[src/rtl/disp_pkg.sv]
// Shared display definitions: digit-slot index and fixed segment patterns.
// Segment bit order is {g,f,e,d,c,b,a}, active-high.
package disp_pkg;

  typedef enum logic [1:0] {
    DIG_U = 2'd0,
    DIG_T = 2'd1,
    DIG_H = 2'd2
  } dig_idx_t;

  localparam logic [6:0] SEG_DASH  = 7'b100_0000;
  localparam logic [6:0] SEG_BLANK = 7'b000_0000;

endpackage

[src/rtl/ssd_scan_mux_ssd.sv]
// BCD to 7-segment glyph decoder, segments {g,f,e,d,c,b,a} active-high.
module ssd_scan_mux_ssd
  import disp_pkg::*;
(
  input  logic [3:0] bcd,
  output logic [6:0] seg
);

  always_comb begin
    seg = SEG_DASH;
    case (bcd)
      4'd0: seg = 7'h3f;
      4'd1: seg = 7'h06;
      4'd2: seg = 7'h5b;
      4'd3: seg = 7'h4f;
      4'd4: seg = 7'h66;
      4'd5: seg = 7'h6d;
      4'd6: seg = 7'h7d;
      4'd7: seg = 7'h07;
      4'd8: seg = 7'h7f;
      4'd9: seg = 7'h6f;
      default: seg = SEG_DASH;
    endcase
  end

endmodule

[src/rtl/ssd_scan_mux.sv]
// Three-digit multiplexed 7-segment driver with frame-synchronous update,
// leading-zero blanking and anode dead time at the start of every digit slot.
module ssd_scan_mux
  import disp_pkg::*;
#(
  parameter int unsigned REFRESH_DIV = 100_000,
  parameter int unsigned DEAD_CYC    = 16,
  parameter bit          BLANK_LZ    = 1'b1,
  parameter bit          AN_ACT_LOW  = 1'b1
) (
  input  logic       clk,
  input  logic       rst_n,
  input  logic       upd,
  input  logic [3:0] dig_u,
  input  logic [3:0] dig_t,
  input  logic [3:0] dig_h,
  output logic [6:0] seg,
  output logic [2:0] an,
  output logic       frame_tick
);

  localparam int unsigned CW     = (REFRESH_DIV > 1) ? $clog2(REFRESH_DIV) : 1;
  localparam logic [2:0]  AN_OFF = AN_ACT_LOW ? 3'b111 : 3'b000;

  logic [CW-1:0] div_q;
  dig_idx_t      idx_q, idx_d;
  logic [11:0]   pend_q, disp_q;
  logic [6:0]    seg_q, seg_d;
  logic [2:0]    an_q, an_d;
  logic          tick_q;

  logic          slot_end, wrap;
  logic [11:0]   new_val;
  logic [3:0]    cur;
  logic [6:0]    glyph;
  logic          blank;
  logic [2:0]    an_on;

  assign slot_end = (div_q == CW'(REFRESH_DIV - 1));
  assign wrap     = slot_end && (idx_q == DIG_H);
  assign new_val  = {dig_h, dig_t, dig_u};

  always_comb begin
    idx_d = idx_q;
    if (slot_end) begin
      unique case (idx_q)
        DIG_U:   idx_d = DIG_T;
        DIG_T:   idx_d = DIG_H;
        DIG_H:   idx_d = DIG_U;
        default: idx_d = DIG_U;
      endcase
    end
  end

  always_comb begin
    cur = disp_q[3:0];
    unique case (idx_q)
      DIG_U:   cur = disp_q[3:0];
      DIG_T:   cur = disp_q[7:4];
      DIG_H:   cur = disp_q[11:8];
      default: cur = disp_q[3:0];
    endcase
  end

  ssd_scan_mux_ssd u_ssd (
    .bcd (cur),
    .seg (glyph)
  );

  // Blank/dash override sits after the decoder so the ssd block stays generic.
  always_comb begin
    blank = BLANK_LZ &&
            (((idx_q == DIG_H) && (disp_q[11:8] == 4'd0)) ||
             ((idx_q == DIG_T) && (disp_q[11:8] == 4'd0) && (disp_q[7:4] == 4'd0)));
    if (blank) begin
      seg_d = SEG_BLANK;
    end else if (cur > 4'd9) begin
      seg_d = SEG_DASH;
    end else begin
      seg_d = glyph;
    end

    an_on = 3'b001 << idx_q;
    if (32'(div_q) < DEAD_CYC) begin
      an_d = AN_OFF;
    end else begin
      an_d = AN_ACT_LOW ? ~an_on : an_on;
    end
  end

  always_ff @(posedge clk or negedge rst_n) begin
    if (!rst_n) begin
      div_q  <= '0;
      idx_q  <= DIG_U;
      pend_q <= '0;
      disp_q <= '0;
      seg_q  <= SEG_BLANK;
      an_q   <= AN_OFF;
      tick_q <= 1'b0;
    end else begin
      div_q  <= slot_end ? '0 : div_q + CW'(1);
      idx_q  <= idx_d;
      if (upd) pend_q <= new_val;
      // A strobe on the wrap cycle bypasses pend so it lands in the coming frame.
      if (wrap) disp_q <= upd ? new_val : pend_q;
      seg_q  <= seg_d;
      an_q   <= an_d;
      tick_q <= wrap;
    end
  end

  assign seg        = seg_q;
  assign an         = an_q;
  assign frame_tick = tick_q;

endmodule

[config.mk]
export PLATFORM = sky130hd
export DESIGN_NAME = ssd_scan_mux
export DESIGN_NICKNAME = d
export VERILOG_FILES = /design/src/rtl/disp_pkg.sv /design/src/rtl/ssd_scan_mux_ssd.sv /design/src/rtl/ssd_scan_mux.sv
export SDC_FILE = /design/constraint.sdc
export NUM_CORES = 1
export LEC_CHECK = 0
export ABC_AREA = 1
export CORE_MARGIN = 4
export CORE_UTILIZATION = 61
export CTS_CLUSTER_DIAMETER = 200
export DETAILED_ROUTE_END_ITERATION = 8
export PLACE_DENSITY = 0.83
export SYNTH_ARGS = -nofsm -noshare
export SYNTH_HDL_FRONTEND = slang
export SYNTH_SLANG_ARGS = --single-unit
[constraint.sdc]
create_clock -name clk -period 5.8 [get_ports clk]
set_clock_uncertainty 0.2 [all_clocks]
set_input_delay 1.16 -clock clk [delete_from_list [all_inputs] [get_ports clk]]
set_output_delay 1.16 -clock clk [all_outputs]
set_load 0.02 [all_outputs]
==> results.yml, run 1 <==
synth:
  avgSynthCellArea_um2: 8.67
  synth.yosys.seq_area_share: 0.506
  synthArstFlopShare: 1.00
  synth_flop_cell: "dfrtp_1"
  synth_nets: 333
  yosysWarnings: 0
  synth_edf_count: 0
  syn_inst: 309
  ys_types: 27
  yosys_register_bits: 54
  synthesis.area_mm2: 0.00268
timing:
  finalCritPeriodShare: 0.481
  finalCriticalPeriod_ns: 2.79
  max-slew-margin-rel: 0.538
  fmax_mhz: 358
  finalSetupViolCount: 0
  hold_viol: 0
  rsz0062_at_grt: "false"
  finalSetupTns_ns: 0
  tightest_slew_ns: 0.693
  slew_violations: 0
  whs_ns: 0.274
critical_path:
  startpoint: "an[0]"
  crit_slowest_cell: "clkdlybuf4s50_1"
  startpoint_type: "flop"
  critical_path_depth: 1
  critPathMaxStageDelay_ns: 0.59
  arrival_ns: 1.43
  critical_path_class: "flop to output port"
  cp.buffers_inverters: 1
  cp.required_ns: 4.44
  path_cells: "clkdlybuf4s50_1"
  end_kind: "output port"
  rr_endpoint: "seg[5]"
  r2r_cells: 12
  crit_family: "buffers and inverters"
  r2r_start: "idx_q[0]"
  path_max_fanout: 1
  timing.critical_path.to: "an[0]"
  r2r_slack_ns: 3.18
pwr:
  p_sw_uw: 147
  pwr-share-comb: 0.048
  power.share.clock: 0.343
  power.density_mw_per_mm2: 208
  p_leak_nw: 1.42
  netSwitchingFraction: 0.232
  p_seq_frac: 0.609
  ir_drop_uv: 171
  p_int_uw: 488
layout:
  final_common_cell: "nand2_1"
  nNetsFinal: 359
  multi_input_area_mm2: 0.00118
  drive_gt1_frac: 0.107
  areaGrowthSynthToFinish_pct: 14.0
  layout_common_cells: "nand2_1, dfrtp_1, nor2_1"
  layout.area.seq_mm2: 0.00136
  fillCellCount: 284
  antennaDiodeCount: 0
floorplanning:
  rows: 23
  start_util: 0.651
  dieWidth_um: 74.3
  core_mm2: 0.00412
  die_y_um: 74.3
  die_area_mm2: 0.00552
  io_pins: 26
clocking:
  cts_buffers: 5
  ctsResizeCount: 0
  htree_levels: 2
  clk_pin_slew_worst_paths_ns: 0.10
  clock_sinks: 54
  cts_root_buf: "clkbuf_8"
  worstSkewPairLatency_ns: 0.31
  ctsLongestPathBuffers: 2
  ctsHoldBuffers: 0
  cts_tree: "yes"
  postCtsSetupRepairBufs: 0
detailed_routing:
  drc: 0
  vias: 2123
  vias_per_cell: 5.50
  wire_per_inst_um: 14.5
  drt_first_iter_violations: 206
  routed_wl_um: 5590
  ant_nets: 0
  drtPass1Iterations: 5
grt:
  grt_use_met3: 0.0662
  grt_pass1_wl_um: 9300
  grt_pass1_vias: 1940
  busiest_layer: "met2"
  antenna_found_initial: 0
  track_usage: 0.225
  met2_usage: 0.327
  use_met1: 0.325
  grt_max_degree: 55
  overflow: 0
min_path:
  min_path_type: "flop to flop"
  hp-start: "div_q[0]"
  hold_depth: 1
run:
  max_cap_viol_count: 0
place:
  place_hpwl_um: 3900
  gp_congestion: 0.887
  port_buffers: 25
run_status:
  status: "finished, final reports clean"
[sequential cells by signal, summed over array words and instances (netlist names)]
name / count
an: 3
disp_q: 12
idx_q: 2
frame_tick: 1
div_q: 17
pend_q: 12
seg: 7
[layout make-up]
class | instances | share of cell area
Clock buffer | 5 | 0.0225
Clock inverter | 3 | 0.00819
Inverter | 30 | 0.0369
Multi-Input combinational cell | 218 | 0.386
Sequential cell | 54 | 0.443
Tap cell | 50 | 0.0205
Timing Repair Buffer | 26 | 0.0827
[stage by stage]
stage / total power [mW] / worst slack (ns) / util / std cells / cell area, µm²
2_1_floorplan: 0.405 / 3.66 / - / 309 / 2680
3_3_place_gp: 0.423 / 2.94 / 0.720 / 378 / 2960
3_5_place_dp: 0.425 / 2.87 / 0.720 / 378 / 2960
4_1_cts: 0.640 / 3.00 / 0.742 / 386 / 3060
5_1_grt: 0.661 / 2.93 / 0.742 / 386 / 3060
6_report: 0.635 / 3.01 / 0.742 / 386 / 3060
[cell usage after synthesis, types with 2 or more instances]
library cell / n / area share
or2_2: 2 / 0.0047
nand2_2: 2 / 0.0047
o21ai_0: 3 / 0.0056
nand4_1: 19 / 0.044
nor3_1: 10 / 0.019
mux2_2: 12 / 0.050
buf_2: 6 / 0.011
nor2_1: 32 / 0.045
inv_1: 28 / 0.039
xor2_1: 7 / 0.023
nor3_4: 2 / 0.012
nand3_1: 14 / 0.026
dfrtp_1: 51 / 0.48
inv_2: 2 / 0.0028
a21oi_1: 6 / 0.011
nand2_1: 92 / 0.13
dfstp_2: 3 / 0.029
ha_1: 9 / 0.042
[worst min-delay path by stage]
stage                endpoint  slack [ns]
floorplan            div_q[0]        0.23
global placement     div_q[0]        0.25
detailed placement  disp_q[2]        0.26
CTS                  div_q[0]        0.28
global route         div_q[0]        0.29
finish               div_q[0]        0.27
[cells by family after synthesis]
| family | count (synthesis) | share of synthesized area |
|---|---|---|
| AO/OA/AOI/OAI | 11 | 0.0215 |
| XOR/XNOR | 7 | 0.0229 |
| adder cells (fa/ha/maj) | 9 | 0.0420 |
| buffers and inverters | 37 | 0.0546 |
| flip-flops | 54 | 0.506 |
| multiplexers | 12 | 0.0504 |
| AND/OR/NAND/NOR | 179 | 0.303 |
[layer usage]
layer	wire, µm	share of wire	vias up
met2	2420	0.43	86
met3	467	0.084	15
met5	0	0	-
met4	125	0.022	0
met1	2580	0.46	977
li1	-	-	1045
[power by group through the flow]
stage,clock network [mW],registers [mW],logic [mW]
final,0.218,0.387,0.0306
after global routing,0.240,0.387,0.0336
after CTS,0.223,0.387,0.0313
after detailed placement,0,0.394,0.0309
after global placement,0,0.394,0.0297
after floorplan,0,0.393,0.0117
Power figures use the tool's default switching activity.
==> inputs of run 2 (changes only) <==
- CORE_UTILIZATION: 61 -> 51
- PLACE_DENSITY: 0.83 -> 0.74
- clock period: 5.8 -> 2.5 ns (I/O delays scaled with it)
==> run 2 against run 1 <==
Against the previous run:
- combinational power up 130%
- worst setup slack lost 2.8 ns
- clock-buffer cell count increased by 1
- critical path depth is 11 higher
- non-clock buffer count grew 4
==> results.yml, run 2 (synthesis gave the netlist of run 1 again) <==
run_status:
  status: "finished, final reports clean"
timing:
  rsz0062_at_grt: "false"
  finalSetupTns_ns: 0
  max-slew-margin-rel: 0.569
  setup_slack_ns: 0.233
  finalCritPeriodShare: 0.907
  finalCriticalPeriod_ns: 2.27
  finalSetupViolCount: 0
  fmax_mhz: 441
  slew_violations: 0
  tightest_slew_ns: 0.646
  hold_viol: 0
grt:
  grt_pass1_vias: 2132
  track_usage: 0.184
  use_met1: 0.222
  overflow: 0
  busiest_layer: "met2"
  antenna_found_initial: 0
  met2_usage: 0.314
  grt_max_degree: 55
  grt_pass1_wl_um: 9290
  grt_use_met3: 0.0448
clocking:
  clock_sinks: 54
  cts_tree: "yes"
  cts_buffers: 5
  clk_pin_slew_worst_paths_ns: 0.10
  postCtsSetupRepairBufs: 0
  cts_root_buf: "clkbuf_8"
  ctsHoldBuffers: 0
  htree_levels: 2
  ctsResizeCount: 0
  worstSkewPairLatency_ns: 0.31
  ctsLongestPathBuffers: 2
layout:
  drive_gt1_frac: 0.121
  max_flop_register: "div_q"
  fillCellCount: 454
  multi_input_area_mm2: 0.00118
  areaGrowthSynthToFinish_pct: 16.4
  reg.largest.list: "div_q: 17 flops, disp_q: 12 flops, pend_q: 12 flops"
  layout.area.seq_mm2: 0.00136
  final_common_cell: "nand2_1"
  antennaDiodeCount: 0
  layout_common_cells: "nand2_1, dfrtp_1, nor2_1"
  largest_reg_flops: 17
  nNetsFinal: 363
run:
  max_cap_viol_count: 0
critical_path:
  end_kind: "flop"
  rr_endpoint: "seg[0]"
  path_cells: "inv_1 > ha_1 > nand2_1 > nand2_1 > nand2_1 > nand2_1 > inv_1 > ha_1 > nand2_1 > nand3_1 > nand3_1 > nor2_1"
  critPathMaxStageDelay_ns: 0.43
  cp.required_ns: 2.49
  r2r_cells: 12
  crit_path_frequent_cell: "nand2_1"
  critical_path_class: "flop to flop"
  r2r_slack_ns: 0.23
  cp.buffers_inverters: 2
  arrival_ns: 2.25
  crit_family: "simple AND/OR/NAND/NOR gates"
  startpoint_type: "flop"
  crit_slowest_cell: "dfrtp_1"
  r2r_start: "idx_q[0]"
  path_max_fanout: 8
floorplanning:
  die_y_um: 80.5
  die_area_mm2: 0.00648
  start_util: 0.525
  rows: 26
  core_mm2: 0.00511
  dieWidth_um: 80.5
  io_pins: 26
detailed_routing:
  drtPass1Iterations: 4
  vias_per_cell: 5.21
  routed_wl_um: 5250
  drc: 0
  drt_first_iter_violations: 126
  vias: 2136
  wire_per_inst_um: 12.8
  ant_nets: 0
pwr:
  pwr-share-comb: 0.048
  netSwitchingFraction: 0.219
  p_int_mw: 1.16
  fin_total_pwr_mw: 1.48
  p_seq_frac: 0.605
  p_leak_nw: 1.45
  power.density_mw_per_mm2: 475
  p_sw_uw: 324
  ir_drop_uv: 326
  power.share.clock: 0.347
place:
  port_buffers: 25
  place_hpwl_um: 3810
  dp_slack_ns: 0.234
  gp_congestion: 0.907
min_path:
  min_path_type: "primary input to asynchronous set/reset pin"
[run 2: worst max path at each step]
stage                        start      to  slack [ns]  cells after the start
after floorplan           idx_q[0]  seg[3]        0.38                      9
after global placement    idx_q[0]  seg[3]        0.29                      9
after detailed placement  idx_q[0]  seg[3]        0.23                      9
after CTS                 idx_q[0]  seg[0]        0.19                      9
after global routing      idx_q[0]  seg[5]        0.02                     12
final                     idx_q[0]  seg[0]        0.23                     12
[run 2: final cells by class]
class,instances,area share
multi-input cells,218,0.379
clock buffers,6,0.0265
clock inverters,2,0.00562
flip-flops and latches,54,0.434
well taps,70,0.0281
inverters,30,0.0361
repair buffers,30,0.0907
[run 2: worst reg2reg max path: cells and delay by family (launching register included)]
| kind | cells | cell delay, ns |
|---|---|---|
| buffers and inverters | 2 | 0.21 |
| adder cells (fa/ha/maj) | 2 | 0.54 |
| AND/OR/NAND/NOR | 8 | 0.77 |
| flip-flops | 1 | 0.43 |
[run 2: through the flow]
step / cell area, µm² / utilization / hold WS, ns / cells
finish: 3120 / 0.611 / 0.0903 / 410
global route: 3120 / 0.611 / 0.140 / 410
CTS: 3120 / 0.610 / 0.113 / 410
detailed placement: 3020 / 0.591 / 0.254 / 402
global placement: 3020 / 0.591 / 0.246 / 402
floorplan: 2680 / - / 0.00441 / 309
[run 2: power groups by stage]
stage	Combinational, mW	Sequential (mW)	Clock [mW]
floorplan	0.0272	0.912	0
global placement	0.0705	0.913	0
detailed placement	0.0722	0.914	0
CTS	0.0727	0.897	0.531
global route	0.0790	0.899	0.565
finish	0.0706	0.897	0.515
[run 2: layer usage]
| layer | vias up | wire (µm) |
|---|---|---|
| li1 | 1059 | - |
| met1 | 1005 | 2330 |
| met2 | 60 | 2570 |
| met3 | 12 | 240 |
| met4 | 0 | 112 |
| met5 | - | 0 |
